File: src/rtl/branch_resolve_queue.sv
// ============================================================================
// branch_resolve_queue : in-order queue of branch predictions awaiting resolve
// Revision 1.0
// ============================================================================
`default_nettype none

module branch_resolve_queue #(
  parameter int DEPTH = 4,
  parameter int PC_W  = 8,
  parameter int CNT_W = 16
) (
  input  logic                     clk,
  input  logic                     rst_n,
  input  logic                     pred_valid,
  input  logic                     pred_taken,
  input  logic [PC_W-1:0]          pred_alt_pc,
  output logic                     pred_ready,
  input  logic                     res_valid,
  input  logic                     res_taken,
  output logic                     upd_result,
  output logic                     upd_taken,
  output logic                     mispredict,
  output logic [PC_W-1:0]          redirect_pc,
  output logic                     res_err,
  output logic [$clog2(DEPTH):0]   occupancy,
  output logic [CNT_W-1:0]         resolve_cnt,
  output logic [CNT_W-1:0]         mispredict_cnt
);

  localparam int              AW       = $clog2(DEPTH);
  localparam logic [AW:0]     OCC_FULL = (AW+1)'(DEPTH);
  localparam logic [CNT_W-1:0] CNT_MAX = '1;

  typedef enum logic [0:0] {
    ST_RUN   = 1'b0,
    ST_FLUSH = 1'b1
  } state_t;

  state_t          r_state;
  state_t          w_state_nxt;
  logic [AW-1:0]   r_wr_ptr;
  logic [AW-1:0]   r_rd_ptr;
  logic            r_taken_mem [DEPTH];
  logic [PC_W-1:0] r_pc_mem    [DEPTH];

  logic            w_push;
  logic            w_pop;
  logic            w_err;
  logic            w_miss;
  logic            w_head_taken;

  assign w_head_taken = r_taken_mem[r_rd_ptr];

  always_ff @(posedge clk or negedge rst_n) begin
    if (!rst_n) r_state <= ST_RUN;
    else        r_state <= w_state_nxt;
  end

  // FLUSH swallows one cycle of wrong-path traffic after a redirect
  always_comb begin
    w_state_nxt = r_state;
    pred_ready  = 1'b0;
    w_push      = 1'b0;
    w_pop       = 1'b0;
    w_err       = 1'b0;
    w_miss      = 1'b0;
    case (r_state)
      ST_RUN: begin
        pred_ready = (occupancy != OCC_FULL);
        w_push     = pred_valid && pred_ready;
        w_pop      = res_valid && (occupancy != '0);
        w_err      = res_valid && (occupancy == '0);
        w_miss     = w_pop && (w_head_taken != res_taken);
        if (w_miss) w_state_nxt = ST_FLUSH;
      end
      ST_FLUSH: w_state_nxt = ST_RUN;
      default:  w_state_nxt = ST_RUN;
    endcase
  end

  always_ff @(posedge clk) begin
    if (w_push) begin
      r_taken_mem[r_wr_ptr] <= pred_taken;
      r_pc_mem[r_wr_ptr]    <= pred_alt_pc;
    end
  end

  always_ff @(posedge clk or negedge rst_n) begin
    if (!rst_n) begin
      r_wr_ptr       <= '0;
      r_rd_ptr       <= '0;
      occupancy      <= '0;
      upd_result     <= 1'b0;
      upd_taken      <= 1'b0;
      mispredict     <= 1'b0;
      redirect_pc    <= '0;
      res_err        <= 1'b0;
      resolve_cnt    <= '0;
      mispredict_cnt <= '0;
    end else begin
      upd_result <= w_pop;
      upd_taken  <= w_pop && res_taken;
      mispredict <= w_miss;
      res_err    <= w_err;

      // A mispredict discards every younger entry, including a same-cycle push
      if (w_miss) begin
        r_wr_ptr  <= '0;
        r_rd_ptr  <= '0;
        occupancy <= '0;
      end else begin
        if (w_push) r_wr_ptr <= r_wr_ptr + AW'(1);
        if (w_pop)  r_rd_ptr <= r_rd_ptr + AW'(1);
        occupancy <= occupancy + (AW+1)'(w_push) - (AW+1)'(w_pop);
      end

      if (w_miss) redirect_pc <= r_pc_mem[r_rd_ptr];

      if (w_pop && (resolve_cnt != CNT_MAX))
        resolve_cnt <= resolve_cnt + CNT_W'(1);
      if (w_miss && (mispredict_cnt != CNT_MAX))
        mispredict_cnt <= mispredict_cnt + CNT_W'(1);
    end
  end

endmodule

`default_nettype wire

File: config.mk
export PLATFORM = sky130hd
export DESIGN_NAME = branch_resolve_queue
export DESIGN_NICKNAME = d
export VERILOG_FILES = /design/src/rtl/branch_resolve_queue.sv
export SDC_FILE = /design/constraint.sdc
export NUM_CORES = 1
export LEC_CHECK = 0
export ABC_AREA = 1
export CAP_MARGIN = 10
export CORE_MARGIN = 1.5
export CORE_UTILIZATION = 50
export CTS_BUF_LIST = sky130_fd_sc_hd__clkbuf_4 sky130_fd_sc_hd__clkbuf_8 sky130_fd_sc_hd__clkbuf_16
export DETAILED_ROUTE_END_ITERATION = 16
export HOLD_SLACK_MARGIN = 0.03
export PLACE_DENSITY = 0.81
export SETUP_SLACK_MARGIN = 0.4
export SLEW_MARGIN = 10
export SYNTH_ARGS = -nofsm -noshare
export SYNTH_HDL_FRONTEND = slang
export SYNTH_SLANG_ARGS = --single-unit
File: constraint.sdc
create_clock -name clk -period 4.4 [get_ports clk]
set_clock_uncertainty 0.2 [all_clocks]
set_input_delay 0.88 -clock clk [delete_from_list [all_inputs] [get_ports clk]]
set_output_delay 0.88 -clock clk [all_outputs]
set_load 0.005 [all_outputs]
==> After elaboration in Yosys (flattened, before gate mapping) <==
Memories as Yosys holds them, arrays and structs flattened. A register that Yosys moved wholly into a read port is not among the register bits.
Index checks and enable logic that the tools add are counted.
{ "op_classes": {"addsub": 6, "eq_ne": 4, "muxes": 14, "bitwise_logic": 1, "n_reduce_logical": 12} }
{ "op_table": {"columns": ["operator", "count"], "rows": [
  ["$add 16x1->16 const B", 2],
  ["$ne 16x16->1 const B", 2],
  ["$mux 1", 8],
  ["$mux 2", 4],
  ["$logic_and 1x1->1", 7],
  ["$add 2x1->2 const B", 2],
  ["$reduce_bool 2->1", 2],
  ["$add 3x1->3", 1],
  ["$logic_not 3->1", 1],
  ["$mux 3", 1],
  ["$ne 3x3->1 const B", 1],
  ["$reduce_bool 3->1", 1],
  ["$sub 3x1->3", 1],
  ["$pmux 1 s2", 1],
  ["$logic_not 1->1", 1],
  ["$ne 1x1->1", 1],
  ["$not 1->1", 1]
]} }
{ "totals": {"register_bits": 44, "ramBits": 36, "input_bits": 14, "elab_cells": 49, "n_memories": 2} }
{ "mem_list": {"columns": ["memory", "depth", "word_bits", "read_ports", "rd_clocked_by_memory_dff", "write_ports", "line_no", "text"], "rows": [
  ["r_pc_mem", 4, 8, 1, 1, 1, "44", "logic [PC_W-1:0] r_pc_mem [DEPTH];"],
  ["r_taken_mem", 4, 1, 1, 0, 1, "43", "logic r_taken_mem [DEPTH];"]
]} }

==> Logic depth before layout (Yosys ltp) <==
{ "logic_depth": {"ltp_word": 6, "depth_mapped": 12, "ltp_nobuf": 12} }

==> Worst setup path after synthesis <==
OpenSTA, ideal clock, no wires.
{ "synth_path": {"kind": "input port to flip-flop", "start": "in res_valid", "end": "reg occupancy[1]", "t_arrival_ps": 2075, "required_time_ps": 4137, "setup_slack_ps": 2062, "path_stages": 9, "cell_sequence": "nand3_4 > inv_4 > nand2_1 > nand2_1 > ha_1 > inv_1 > fa_1 > or2_1 > inv_1"} }
{ "synth_via": {"elab_chain_len": 4, "word_cells_on_any_way": 6, "cone_classes": "1 x add/sub; 3 x mux; 2 x reduce/logical"} }
{ "synth_rtl": {"columns": ["item", "line_no", "text"], "rows": [
  ["start, declared", "18", "input logic res_valid,"],
  ["$logic_and 1x1->1", "71", "w_pop = res_valid && (occupancy != '0);"],
  ["$mux 1", "67", "case (r_state)"],
  ["named net w_pop", "47", "logic w_pop;"],
  ["$sub 3x1->3", "114", "occupancy <= occupancy + (AW+1)'(w_push) - (AW+1)'(w_pop);"],
  ["$mux 3", "107", "if (w_miss) begin"],
  ["end signal, assigned", "114", null],
  ["end, declared", "25", "output logic [$clog2(DEPTH):0] occupancy,"]
]} }
The timed path passes the listed nets, and every way through them passes these cells.
A chain may end at the register's enable or synchronous reset.

==> Worst setup path in the final report <==
{ "layout_path": {"start": "reg occupancy[1]", "end": "out pred_ready"} }
{ "layout_via": {"elab_chain_len": 2} }
{ "layout_rtl": {"columns": ["item", "line_no", "text"], "rows": [
  ["$ne 3x3->1", "69", "pred_ready = (occupancy != OCC_FULL);"],
  ["$mux 1", "67", null],
  ["end, declared", "17", "output logic pred_ready,"]
]} }
No other way between the ends.

==> flow_summary.json <==
{
  "critPathBufInv": 2,
  "first_pass_iters": 4,
  "min_period_ns": 2.92,
  "dr.max_layer_used": "met4",
  "vdd_drop_max_uv": 254,
  "worstSetupEndpointType": "output pin",
  "antenna_found_initial": 0,
  "fp.coreArea_um2": 8640,
  "cts_sinks": 87,
  "holdCritPathClass": "reg -> reg",
  "synth.distinct_cells": 34,
  "grt_max_degree": 35,
  "numCtsBuffers": 9,
  "leakagePower_nw": 2.34,
  "max_stage_delay_ns": 0.59,
  "cts_root_buffer": "clkbuf_8",
  "dpl-instance-area_um2": 5060,
  "finalCritPeriodShare": 0.664,
  "ant_nets": 0,
  "status": "finished, final reports clean",
  "synth_nets": 503,
  "layout_common_cells": "166 x nand2_1, 60 x clkdlybuf4s50_1, 51 x dfrtp_1",
  "seq_area_frac_synth": 0.534,
  "cellInternalPower_w": 0.00171,
  "slew_violations": 0,
  "dpl.cell_count": 639,
  "power_density_nw_per_um2": 517,
  "cts_tree": "yes",
  "grt_overflow": 0,
  "rows": 34,
  "htree_levels": 3,
  "hold_viol": 0,
  "p_switching_w": 0.00101,
  "drtIter0Drc": 192,
  "die_y_um": 97,
  "slew_headroom": 0.420,
  "pwr-share-comb": 0.357,
  "dp_slack_ns": 1.41,
  "grt_pass1_wl_mm": 15.0,
  "rsz0062_at_grt": "false",
  "ios": 62,
  "wl_met2_mm": 4.52,
  "finalSetupTns_ns": 0,
  "power_frac_clock": 0.206,
  "gp_congestion": 0.812,
  "crit_fanout": 5,
  "num_vias": 3348,
  "layout_setup_ws_ns": 1.48,
  "setup_violations": 0,
  "cpMaxStageDelayCell": "clkdlybuf4s50_1",
  "n_antenna_cell": 0,
  "clk_path_buf_depth": 2,
  "clk_pin_slew_ns": 0.09,
  "start_kind": "flop",
  "synthCells": 481,
  "cap_violations": 0,
  "holdBufCountCts": 0,
  "cpLargestDelayFamily": "buffers and inverters",
  "final_cells": 655,
  "via_per_inst": 5.11,
  "switching_share": 0.371,
  "critPathArrivalTime_ns": 1.84,
  "wire_per_inst_um": 13.7,
  "grt.total_usage": 0.198,
  "cts_resized": 0,
  "design_power_total_w": 0.00272,
  "clkLatencyLatePin_ns": 0.36,
  "final_nets": 564,
  "wl_met1_mm": 3.88,
  "ys_ff_latch": 87,
  "drive_gt1_frac": 0.106,
  "path_cells": "inv_1, a31oi_1, clkdlybuf4s50_1",
  "finalInstanceArea_um2": 5260,
  "required_ns": 3.32,
  "initial_core_util": 0.512,
  "fmax_ghz": 0.342,
  "first_global_vias": 3232,
  "seqPwrFrac": 0.437,
  "postCtsSetupRepairBufs": 0,
  "final_common_cell": "nand2_1",
  "syn_area_um2": 4420,
  "tightestPinTransition_ns": 0.866,
  "portBuffers": 61,
  "dp_hpwl_mm": 6.26,
  "drc": 0,
  "syn2layout_area_growth_pct": 19.0,
  "avgSynthCellArea_um2": 9.19,
  "wl_mm": 8.99,
  "die_area_um2": 9410,
  "wl_met3_um": 392,
  "die_w_um": 97,
  "path_class": "reg -> out",
  "yosysWarningCount": 0
}
[sequential cells by signal (all words and copies together), names as in the netlist, 2 cells and up]
signal and flops:
mispredict_cnt 16, occupancy 3, r_pc_mem 32, r_rd_ptr 2
r_taken_mem 4, r_wr_ptr 2, redirect_pc 8, resolve_cnt 16
[worst min-delay path, cell delays in order (launching register included)]
cell and delay, ns:
dfrtp_1 0.35, nand2_1 0.05, nand2_1 0.06
[final timing paths]
check | startpoint | endpoint | slack (ns) | cells after the start
max | occupancy[1] | pred_ready | 1.48 | 3
min | redirect_pc[5] | redirect_pc[5] | 0.29 | 2
max reg2reg | occupancy[1] | occupancy[1] | 1.91 | 10
min reg2reg | redirect_pc[5] | redirect_pc[5] | 0.29 | 2
max in group asynchronous | rst_n | redirect_pc[1] | 2.88 | 2
min in group asynchronous | rst_n | mispredict_cnt[10] | 0.38 | 1
[power groups by stage]
stage / Clock (W) / Combinational [W] / Sequential (W)
after floorplan: 0 / 0.000673 / 0.00115
after global placement: 0 / 0.000944 / 0.00120
after detailed placement: 0 / 0.000976 / 0.00120
after CTS: 0.000570 / 0.000982 / 0.00119
after global routing: 0.000602 / 0.00109 / 0.00121
final: 0.000561 / 0.000969 / 0.00119
[cell usage after synthesis]
| library cell | number | area, um^2 |
|---|---|---|
| ha_1 | 7 | 87.6 |
| xnor2_1 | 11 | 96.3 |
| edfxtp_1 | 36 | 1080 |
| nand3_1 | 21 | 105 |
| nand4_1 | 7 | 43.8 |
| inv_4 | 1 | 6.26 |
| dfrtp_1 | 51 | 1280 |
| nand2_2 | 8 | 50.1 |
| nand3_2 | 15 | 150 |
| o22ai_1 | 8 | 50.1 |
| fa_1 | 1 | 20.0 |
| buf_6 | 5 | 56.3 |
| inv_1 | 38 | 143 |
| buf_2 | 2 | 10.0 |
| buf_4 | 1 | 7.51 |
| nand4_4 | 2 | 42.5 |
| o21ai_0 | 19 | 95.1 |
| nand3_4 | 1 | 17.5 |
| or2_1 | 1 | 6.26 |
| nor2_2 | 4 | 25.0 |
| nand2_4 | 1 | 11.3 |
| nor3_2 | 1 | 10.0 |
| clkbuf_1 | 2 | 7.51 |
| nor2_4 | 1 | 11.3 |
| a31oi_1 | 1 | 6.26 |
| clkbuf_4 | 1 | 7.51 |
| nor3_4 | 1 | 16.3 |
| xor2_1 | 12 | 105 |
| nor2_8 | 1 | 20.0 |
| inv_2 | 3 | 11.3 |
| nor2_1 | 50 | 188 |
| buf_8 | 1 | 15.0 |
| o21ai_4 | 1 | 16.3 |
| nand2_1 | 166 | 623 |
[per-layer routing]
metal,vias up,track usage
met5,-,0
met4,0,0.0881
met3,17,0.0325
met2,85,0.325
met1,1583,0.259
li1,1663,-
[layout make-up]
cell class,count,area [um^2]
clock buffer,9,124
clock inverter,7,72.6
fill,746,3380
inverter,42,160
multi-input combinational,340,1800
sequential,87,2360
tap,108,135
timing repair buffer,62,613
[cells by family (layout without fill, tap and decap cells)]
group	Yosys count	in the layout	share of synthesized area
xor gates and xnor gates	23	23	0.0456
adders and majority gates	8	8	0.0244
AOI/OAI and AO/OA	29	29	0.0380
and+or+nand+nor	280	280	0.299
DFF	87	87	0.534
buffers and inverters	54	120	0.0598
[per-stage QoR]
stage                     utilization  hold WS (ns)
after global placement          0.586         0.266
final                           0.609         0.291
after floorplan                     -         0.272
after CTS                       0.609         0.295
after global routing            0.609         0.313
after detailed placement        0.586         0.265
Power figures use the tool's default switching activity.
